==> src/rtl/mem_responder_pkg.sv <==
// rtl/mem_responder_pkg.sv - shared types and constants for the memory responder
package mem_responder_pkg;

  typedef enum logic [1:0] {
    IDLE = 2'd0,
    WAIT = 2'd1,
    RESP = 2'd2
  } state_t;

  localparam int ERR_RW_BOTH  = 0;
  localparam int ERR_UNSTABLE = 1;
  localparam int ERR_DROP     = 2;
  localparam int ERR_RANGE    = 3;
  localparam int ERR_ALIGN    = 4;

  // op is {write, read}
  localparam logic [1:0] OP_RD   = 2'b01;
  localparam logic [1:0] OP_WR   = 2'b10;
  localparam logic [1:0] OP_BOTH = 2'b11;

  typedef struct packed {
    logic [1:0]  op;
    logic [31:0] addr;
    logic [31:0] wdata;
    logic [3:0]  be;
  } req_t;

  function automatic logic addr_in_range(logic [31:0] addr, int addr_w);
    return (addr >> (addr_w + 2)) == 32'd0;
  endfunction

endpackage

==> src/rtl/mem_responder_if.sv <==
// rtl/mem_responder_if.sv - single-word memory request/response bundle
interface mem_responder_if;
  logic        mem_read;
  logic        mem_write;
  logic [3:0]  mem_byte_enable;
  logic [31:0] mem_address;
  logic [31:0] mem_wdata;
  logic        mem_resp;
  logic [31:0] mem_rdata;
  logic [15:0] errcode;

  modport master (
    output mem_read, mem_write, mem_byte_enable, mem_address, mem_wdata,
    input  mem_resp, mem_rdata, errcode
  );

  modport slave (
    input  mem_read, mem_write, mem_byte_enable, mem_address, mem_wdata,
    output mem_resp, mem_rdata, errcode
  );
endinterface

==> src/rtl/mem_responder_fsm.sv <==
// rtl/mem_responder_fsm.sv - request latch, latency counter and IDLE/WAIT/RESP sequencing
module mem_responder_fsm
  import mem_responder_pkg::*;
#(
  parameter int LATENCY = 3
) (
  input  logic   clk,
  input  logic   rst_n,
  input  logic   req_valid,
  input  req_t   req_live,
  output state_t state,
  output req_t   req,
  output logic   rd_fire,
  output logic   wr_fire,
  output logic   resp
);

  state_t     state_q, state_d;
  logic [3:0] cnt_q;
  req_t       req_q;

  always_ff @(posedge clk) begin
    if (!rst_n) state_q <= IDLE;
    else        state_q <= state_d;
  end

  always_ff @(posedge clk) begin
    if (!rst_n) begin
      cnt_q <= '0;
      req_q <= '0;
    end else if (state_q == IDLE && req_valid) begin
      cnt_q <= 4'(LATENCY - 1);
      req_q <= req_live;
    end else if (state_q == WAIT) begin
      cnt_q <= cnt_q - 4'd1;
    end
  end

  always_comb begin
    state_d = state_q;
    case (state_q)
      IDLE:    if (req_valid) state_d = (LATENCY == 1) ? RESP : WAIT;
      WAIT:    if (cnt_q == 4'd1) state_d = RESP;
      RESP:    state_d = IDLE;
      default: state_d = IDLE;
    endcase
  end

  // In IDLE the live request is what gets latched at this edge, so the
  // LATENCY=1 read path sees the same fields as the latched copy would.
  always_comb begin
    state   = state_q;
    resp    = (state_q == RESP);
    rd_fire = (state_d == RESP) && (state_q != RESP);
    wr_fire = (state_q == RESP);
    req     = (state_q == IDLE) ? req_live : req_q;
  end

endmodule

==> src/rtl/mem_responder.sv <==
// rtl/mem_responder.sv - word RAM responder with programmable latency and sticky error flags
module mem_responder
  import mem_responder_pkg::*;
#(
  parameter int LATENCY = 3,
  parameter int ADDR_W  = 6
) (
  input logic             clk,
  input logic             rst_n,
  mem_responder_if.slave  bus
);

  localparam int DEPTH = 2 ** ADDR_W;

  logic [31:0]       ram [DEPTH];
  logic [31:0]       rdata_q;
  logic [15:0]       err_q, err_set;
  logic              req_valid, rd_fire, wr_fire, resp, req_in_range;
  logic [ADDR_W-1:0] idx;
  req_t              req_live, req;
  state_t            state;

  assign req_valid = bus.mem_read | bus.mem_write;
  assign req_live  = {bus.mem_write, bus.mem_read, bus.mem_address,
                      bus.mem_wdata, bus.mem_byte_enable};

  mem_responder_fsm #(.LATENCY(LATENCY)) u_fsm (
    .clk       (clk),
    .rst_n     (rst_n),
    .req_valid (req_valid),
    .req_live  (req_live),
    .state     (state),
    .req       (req),
    .rd_fire   (rd_fire),
    .wr_fire   (wr_fire),
    .resp      (resp)
  );

  assign idx          = req.addr[ADDR_W+1:2];
  assign req_in_range = addr_in_range(req.addr, ADDR_W);

  always_ff @(posedge clk) begin
    if (!rst_n) begin
      for (int i = 0; i < DEPTH; i++) ram[i] <= '0;
    end else if (wr_fire && req.op == OP_WR && req_in_range) begin
      for (int b = 0; b < 4; b++)
        if (req.be[b]) ram[idx][8*b +: 8] <= req.wdata[8*b +: 8];
    end
  end

  // Reads that hit a violation (both ops, out of range) return zero.
  always_ff @(posedge clk) begin
    if (!rst_n) rdata_q <= '0;
    else if (rd_fire && req.op != OP_WR)
      rdata_q <= (req.op == OP_RD && req_in_range) ? ram[idx] : 32'd0;
  end

  always_comb begin
    err_set = '0;
    if (state == IDLE) begin
      if (req_valid) begin
        err_set[ERR_RW_BOTH] = bus.mem_read & bus.mem_write;
        err_set[ERR_RANGE]   = !addr_in_range(bus.mem_address, ADDR_W);
        err_set[ERR_ALIGN]   = bus.mem_address[1:0] != 2'b00;
      end
    end else if (!req_valid) begin
      err_set[ERR_DROP] = 1'b1;
    end else begin
      err_set[ERR_UNSTABLE] = (req_live != req);
    end
  end

  always_ff @(posedge clk) begin
    if (!rst_n) err_q <= '0;
    else        err_q <= err_q | err_set;
  end

  assign bus.mem_resp  = resp;
  assign bus.mem_rdata = rdata_q;
  assign bus.errcode   = err_q;

endmodule

==> src/flat_wrapper.sv <==
// flat-port wrapper written by rule: the top's interface ports become plain ports
module mem_responder_flat import mem_responder_pkg::*;
#(
  parameter int LATENCY = 3,
  parameter int ADDR_W  = 6
)
  (clk, rst_n, bus_mem_read, bus_mem_write, bus_mem_byte_enable, bus_mem_address, bus_mem_wdata, bus_mem_resp, bus_mem_rdata, bus_errcode);
  mem_responder_if bus_i ();
  input logic clk;
  input logic rst_n;
  input wire logic [$bits(bus_i.mem_read)-1:0] bus_mem_read;
  input wire logic [$bits(bus_i.mem_write)-1:0] bus_mem_write;
  input wire logic [$bits(bus_i.mem_byte_enable)-1:0] bus_mem_byte_enable;
  input wire logic [$bits(bus_i.mem_address)-1:0] bus_mem_address;
  input wire logic [$bits(bus_i.mem_wdata)-1:0] bus_mem_wdata;
  output wire logic [$bits(bus_i.mem_resp)-1:0] bus_mem_resp;
  output wire logic [$bits(bus_i.mem_rdata)-1:0] bus_mem_rdata;
  output wire logic [$bits(bus_i.errcode)-1:0] bus_errcode;
  assign bus_i.mem_read = bus_mem_read;
  assign bus_i.mem_write = bus_mem_write;
  assign bus_i.mem_byte_enable = bus_mem_byte_enable;
  assign bus_i.mem_address = bus_mem_address;
  assign bus_i.mem_wdata = bus_mem_wdata;
  assign bus_mem_resp = bus_i.mem_resp;
  assign bus_mem_rdata = bus_i.mem_rdata;
  assign bus_errcode = bus_i.errcode;
  mem_responder #(.LATENCY(LATENCY), .ADDR_W(ADDR_W)) u_core (.clk(clk), .rst_n(rst_n), .bus(bus_i));
endmodule
==> config.mk <==
export PLATFORM = sky130hd
export DESIGN_NAME = mem_responder_flat
export DESIGN_NICKNAME = d
export VERILOG_FILES = /design/src/rtl/mem_responder_pkg.sv /design/src/rtl/mem_responder_if.sv /design/src/rtl/mem_responder_fsm.sv /design/src/rtl/mem_responder.sv /design/src/flat_wrapper.sv
export SDC_FILE = /design/constraint.sdc
export NUM_CORES = 2
export LEC_CHECK = 0
export BUFFER_PORTS_ARGS = -buffer_cell sky130_fd_sc_hd__buf_4
export CORE_MARGIN = 2
export CORE_UTILIZATION = 28
export CTS_BUF_LIST = sky130_fd_sc_hd__clkbuf_4 sky130_fd_sc_hd__clkbuf_8
export CTS_CLUSTER_DIAMETER = 200
export CTS_CLUSTER_SIZE = 30
export DETAILED_ROUTE_END_ITERATION = 10
export MAX_ROUTING_LAYER = met4
export PLACE_DENSITY = 0.41
export SETUP_SLACK_MARGIN = 0.05
export SYNTH_ARGS = -nofsm -noshare
export SYNTH_HDL_FRONTEND = slang
export SYNTH_HIERARCHICAL = 1
export SYNTH_SLANG_ARGS = --single-unit
export TNS_END_PERCENT = 100
==> constraint.sdc <==
create_clock -name clk -period 3.2 [get_ports clk]
set_input_delay 0.16 -clock clk [delete_from_list [all_inputs] [get_ports clk]]
set_output_delay 0.16 -clock clk [all_outputs]
set_load 0.005 [all_outputs]
; Word-level counts from Yosys, hierarchy flattened
; Memories as Yosys holds them, arrays and structs flattened.
; Index checks and enable logic that the tools add are counted.
[word_totals]
mem_bits_rw = 2048
memories = 1
in_bits = 72
word_cells = 72
regBits = 124
[memory_table]
columns = name, words, width, rd, rd_ports_with_merged_regs, write_ports, line
row1 = u_core.ram, 64, 32, 1, 0, 64, mem_responder.sv:15  ; logic [31:0] ram [DEPTH];
[op_classes]
n_addsub = 1
eq_ne = 9
n_reduce_logical = 14
n_bitwise = 4
n_mux = 34
[op_table]
columns = op, count
row1 = 2-to-1 mux 70 bit, 1
row2 = != test 70 bit, 1
row3 = zero test 32 bit, 2
row4 = 2-to-1 mux 32 bit, 2
row5 = OR reduction 32 bit, 1
row6 = 2-to-1 mux 1 bit, 21
row7 = bitwise OR 16 x 5 -> 16 bit, 1
row8 = 2-to-1 mux 2 bit, 7
row9 = "equality test 2 bit, second input constant", 3
row10 = logical AND 1 bit, 6
row11 = 2-to-1 mux 6 bit, 1
row12 = "equality test 2 x 1 -> 1 bit, second input constant", 2
row13 = "equality test 4 x 1 -> 1 bit, second input constant", 1
row14 = 2-to-1 mux 4 bit, 1
row15 = "!= test 2 bit, second input constant", 2
row16 = one-hot mux 2 bit (2 select lines), 1
row17 = nonzero test 2 bit, 2
row18 = "subtractor 4 x 1 -> 4 bit, second input constant", 1
row19 = zero test 2 bit, 1
row20 = OR reduction 2 bit, 1
row21 = AND 1 bit, 1
row22 = zero test 1 bit, 1
row23 = NOT 1 bit, 1
row24 = bitwise OR 1 bit, 1

; Depth between registers and ports, before layout
[depth]
ltp_word = 10
mapped_depth = 14

; By module
; Netlist, hierarchy kept.
[modules_own_cells]
columns = module, area_each_um2, cells_per_inst, seq_area_each_um2, n_inst
row1 = mem_responder, 92112.1, 7675, 62239.7, 1
row2 = mem_responder_fsm, 3274.4, 266, 1521.5, 1

; Worst setup path before layout
; OpenSTA, ideal clock, no wires.
[synth_path]
kind = reg-to-reg
startpoint = register u_core.u_fsm.state_q[0], in the netlist u_core/u_fsm/state[0]
endpoint = memory u_core.ram[12][0] (enable)
arrival_ps = 3113
setup_time_ps = 384
slack_ps = -297
t_required_ps = 2816
stages_incl_launch_ff = 12
cell_sequence = dfxtp_1 > nor2_2 > buf_2 > mux2_2 > buf_4 > buf_6 > buf_6 > nor3_2 > buf_2 > buf_2 > nand2_1 > o21ai_0
[synth_lines]
columns = item, line
row1 = from (decl), mem_responder_fsm.sv:18  ; state_t state_q, state_d;
row2 = from (signal assigned), mem_responder_fsm.sv:24  ; else state_q <= state_d;
row3 = to (decl), mem_responder.sv:15

==> flow_summary.toml <==
[placement]
dp.cells = 13500
place_congestion = 0.975
place_hpwl_um = 374000
portBuffers = 109
place_area_mm2 = 0.116

[sta]
hold_viol_final = 0
maxSlewViolCount = 0
rsz0062_at_grt = "true"
fin_skew_ns = 0.0878
min_period_over_period = 1.03
worst_slack_ns = -0.0981
max_freq_ghz = 0.303
tightest_slew_ns = 1.09
relSlewSlack = 0.277
post-route-min-period_ns = 3.30
setup_viol = 615

[layout]
fin_util = 0.363
fin_area_mm2 = 0.123
final_cell_mix = "2087 x nor2_1, 2048 x edfxtp_1, 1312 x buf_4"
drive_above_1_share = 0.273
area_growth_pct = 29.4
finalNonFillerCells = 14000
nets = 9402
final_common_cell = "nor2_1"

[power]
leakagePower_nw = 41.7
irDropWorstVdd_mv = 0.349
power.density_mw_per_mm2 = 462
intPower_mw = 39.6
p_clk_frac = 0.217
switching_share = 0.306
pwr-share-seq = 0.565
switchingPower_mw = 17.4
pwr-share-comb = 0.218

[critical_path]
reg2reg_depth = 14
reg2reg_from = "u_core/u_fsm/state[0]"
crit_arrival_ns = 4.21
r2r_end = "u_core/bus.mem_rdata[6]"
crit_fanout = 24
worst_setup_path_start_kind = "flop"
end_kind = "flop"
crit_type = "flop to flop"
required_ns = 4.11
rrSetupSlack_ns = -0.1

[die]
die_h_um = 588
start_util = 0.281
core_area_mm2 = 0.340
die_w_um = 588
die_area_mm2 = 0.345
io_pins = 121
core.rowCount = 214

[global_route]
grt_max_degree = 122
grt_first_pass_wirelength_um = 675000
grt_pass1_vias = 74600
grt_overflow = 0
antenna_found_initial = 29
track_usage = 0.294

[drt]
first_pass_iters = 8
drt_iter0_drc = 12300
totalWireLength_um = 520000
vias_per_cell = 5.67
vias = 79200
drc_errors = 0
routedWlPerCell_um = 37.2
ant_nets = 0

[status]
status = "finished, violations left"
failed_checks = "negative setup slack"

[clock_tree]
cts_max_level = 3
tritoncts = "built"
cts_root_buf = "clkbuf_8"
ctsLongestPathBuffers = 3
cts_buffers = 82
clk_latency_ns = 0.99
cts.sinks = 2161
clkTransAtPathRegs_ns = 0.20

[worst_hold_path]
hold_path.class = "primary input to flop"
worstHoldEndpoint = "u_core/u_fsm/req_q[43]"
min-delay-start = "bus_mem_address[7]"
holdPathStages = 3

[logic_synthesis]
synth_area_leader_cell = "edfxtp_1"
synth_flop_cell = "edfxtp_1"
syn_avg_cell_area_um2 = 12.0
yosys_warnings = 6
synth_top_area_share = 0.645
ys_types = 77
yosysSeqAreaShare = 0.668
yosys_register_bits = 2161
synth_edf_count = 2048
syn_area_mm2 = 0.0954
synthArstFlopShare = 0
synthTopCellsByArea = "edfxtp_1 64%, nor2_1 8.5%, a22oi_1 3.4%"
syn_inst = 7941

[flow_run]
maxCapViolations = 0
## through the flow
step	TNS (ns)	setup WS (ns)	total power [mW]	hold WS (ns)
final	-18.90	-0.0981	57.0	0.0643
after global routing	-120.16	-0.146	58.1	0.0536
after CTS	-32.37	-0.114	56.3	0.00179
after detailed placement	-690.89	-0.838	43.9	0.407
after global placement	-994.87	-0.816	43.9	0.404
after floorplan	-121.01	-0.122	36.9	0.276
## cell usage after synthesis (27+ instances only)
library cell,count
nor2_1,2166
dfxtp_1,113
buf_2,317
mux2_2,169
a221oi_1,248
mux2i_1,181
o22ai_1,235
a31oi_1,27
nand2_1,532
a22o_1,162
a21oi_1,124
a22oi_1,426
edfxtp_1,2048
buf_1,53
buf_4,43
nor4_1,45
clkbuf_1,269
xnor2_1,51
o21ai_0,324
nor3_1,36
## registers in the layout, indices dropped and copies added, names as in the netlist
register and flops:
u_core/u_fsm/req_q 70, u_core/bus.errcode 5, u_core/ram 2048, u_core/u_fsm/state 2, u_core/u_fsm/cnt_q 4, u_core/bus.mem_rdata 32
## cells by family after synthesis
group	Yosys count	share of synthesized area
and+or+nand+nor	2910	0.120
DFF	2161	0.668
AOI/OAI and AO/OA	1729	0.128
buffers and inverters	709	0.0347
muxes	364	0.0423
xor gates and xnor gates	65	0.00597
adders and majority gates	2	0.000262
other	1	0.0000393
## final cells by class
type / instances / area (µm²)
Clock inverter: 3 / 45.0
Clock buffer: 148 / 1640
Tap cell: 4536 / 5680
Inverter: 14 / 62.6
Antenna cell: 24 / 60.1
Sequential cell: 2161 / 63800
Multi-Input combinational cell: 5083 / 30800
Timing Repair Buffer: 1986 / 21400
Fill cell: 33600 / 216000
## worst max-delay path: stages (launching register included)
cell,delay (ns)
dfxtp_2,0.38
nor2_4,0.12
buf_12,0.14
buf_12,0.11
mux2_8,0.39
buf_6,0.16
buf_4,0.15
nor2b_4,0.23
buf_12,0.30
buf_4,0.26
a22oi_1,0.25
o22ai_2,0.26
a21oi_1,0.11
o211a_1,0.14
a32oi_1,0.19
## how the worst max path moves through the flow
stage / startpoint / end / slack (ns) / cells after the start
2_1_floorplan: u_core/u_fsm/state[0] / u_core/ram[51][0] / -0.12 / 9
3_3_place_gp: u_core/u_fsm/state[0] / u_core/bus.mem_rdata[20] / -0.82 / 11
3_5_place_dp: u_core/u_fsm/state[0] / u_core/bus.mem_rdata[20] / -0.84 / 11
4_1_cts: u_core/u_fsm/state[1] / u_core/bus.mem_rdata[20] / -0.11 / 12
5_1_grt: u_core/u_fsm/state[0] / u_core/ram[34][19] / -0.15 / 15
6_report: u_core/u_fsm/state[0] / u_core/bus.mem_rdata[6] / -0.1 / 14
## timing repair
item / in CTS / in global routing
setup endpoints to repair: 4129 / 3855
pin swaps: 34 / 102
cloned: 13 / 33
resized for setup: 185 / 416
hold buffers: 152 / 0
hold endpoints to repair: 139 / 0
setup buffers: 45 / 26
## layer usage
| layer | part of all wire | GRT usage | vias up |
|---|---|---|---|
| met5 | 0 | - | - |
| met4 | 0.055 | 0.129 | 0 |
| met3 | 0.093 | 0.0473 | 814 |
| met2 | 0.45 | 0.442 | 4777 |
| met1 | 0.41 | 0.392 | 41500 |
| li1 | - | - | 32100 |
## power by group through the flow
stage | logic (mW) | registers [mW] | clock network [mW]
finish | 12.5 | 32.2 | 12.4
global route | 12.5 | 32.3 | 13.3
CTS | 11.6 | 32.2 | 12.5
detailed placement | 11.1 | 32.8 | 0
global placement | 11.1 | 32.8 | 0
floorplan | 4.26 | 32.6 | 0
No activity file was read; power rests on OpenSTA's default activity.
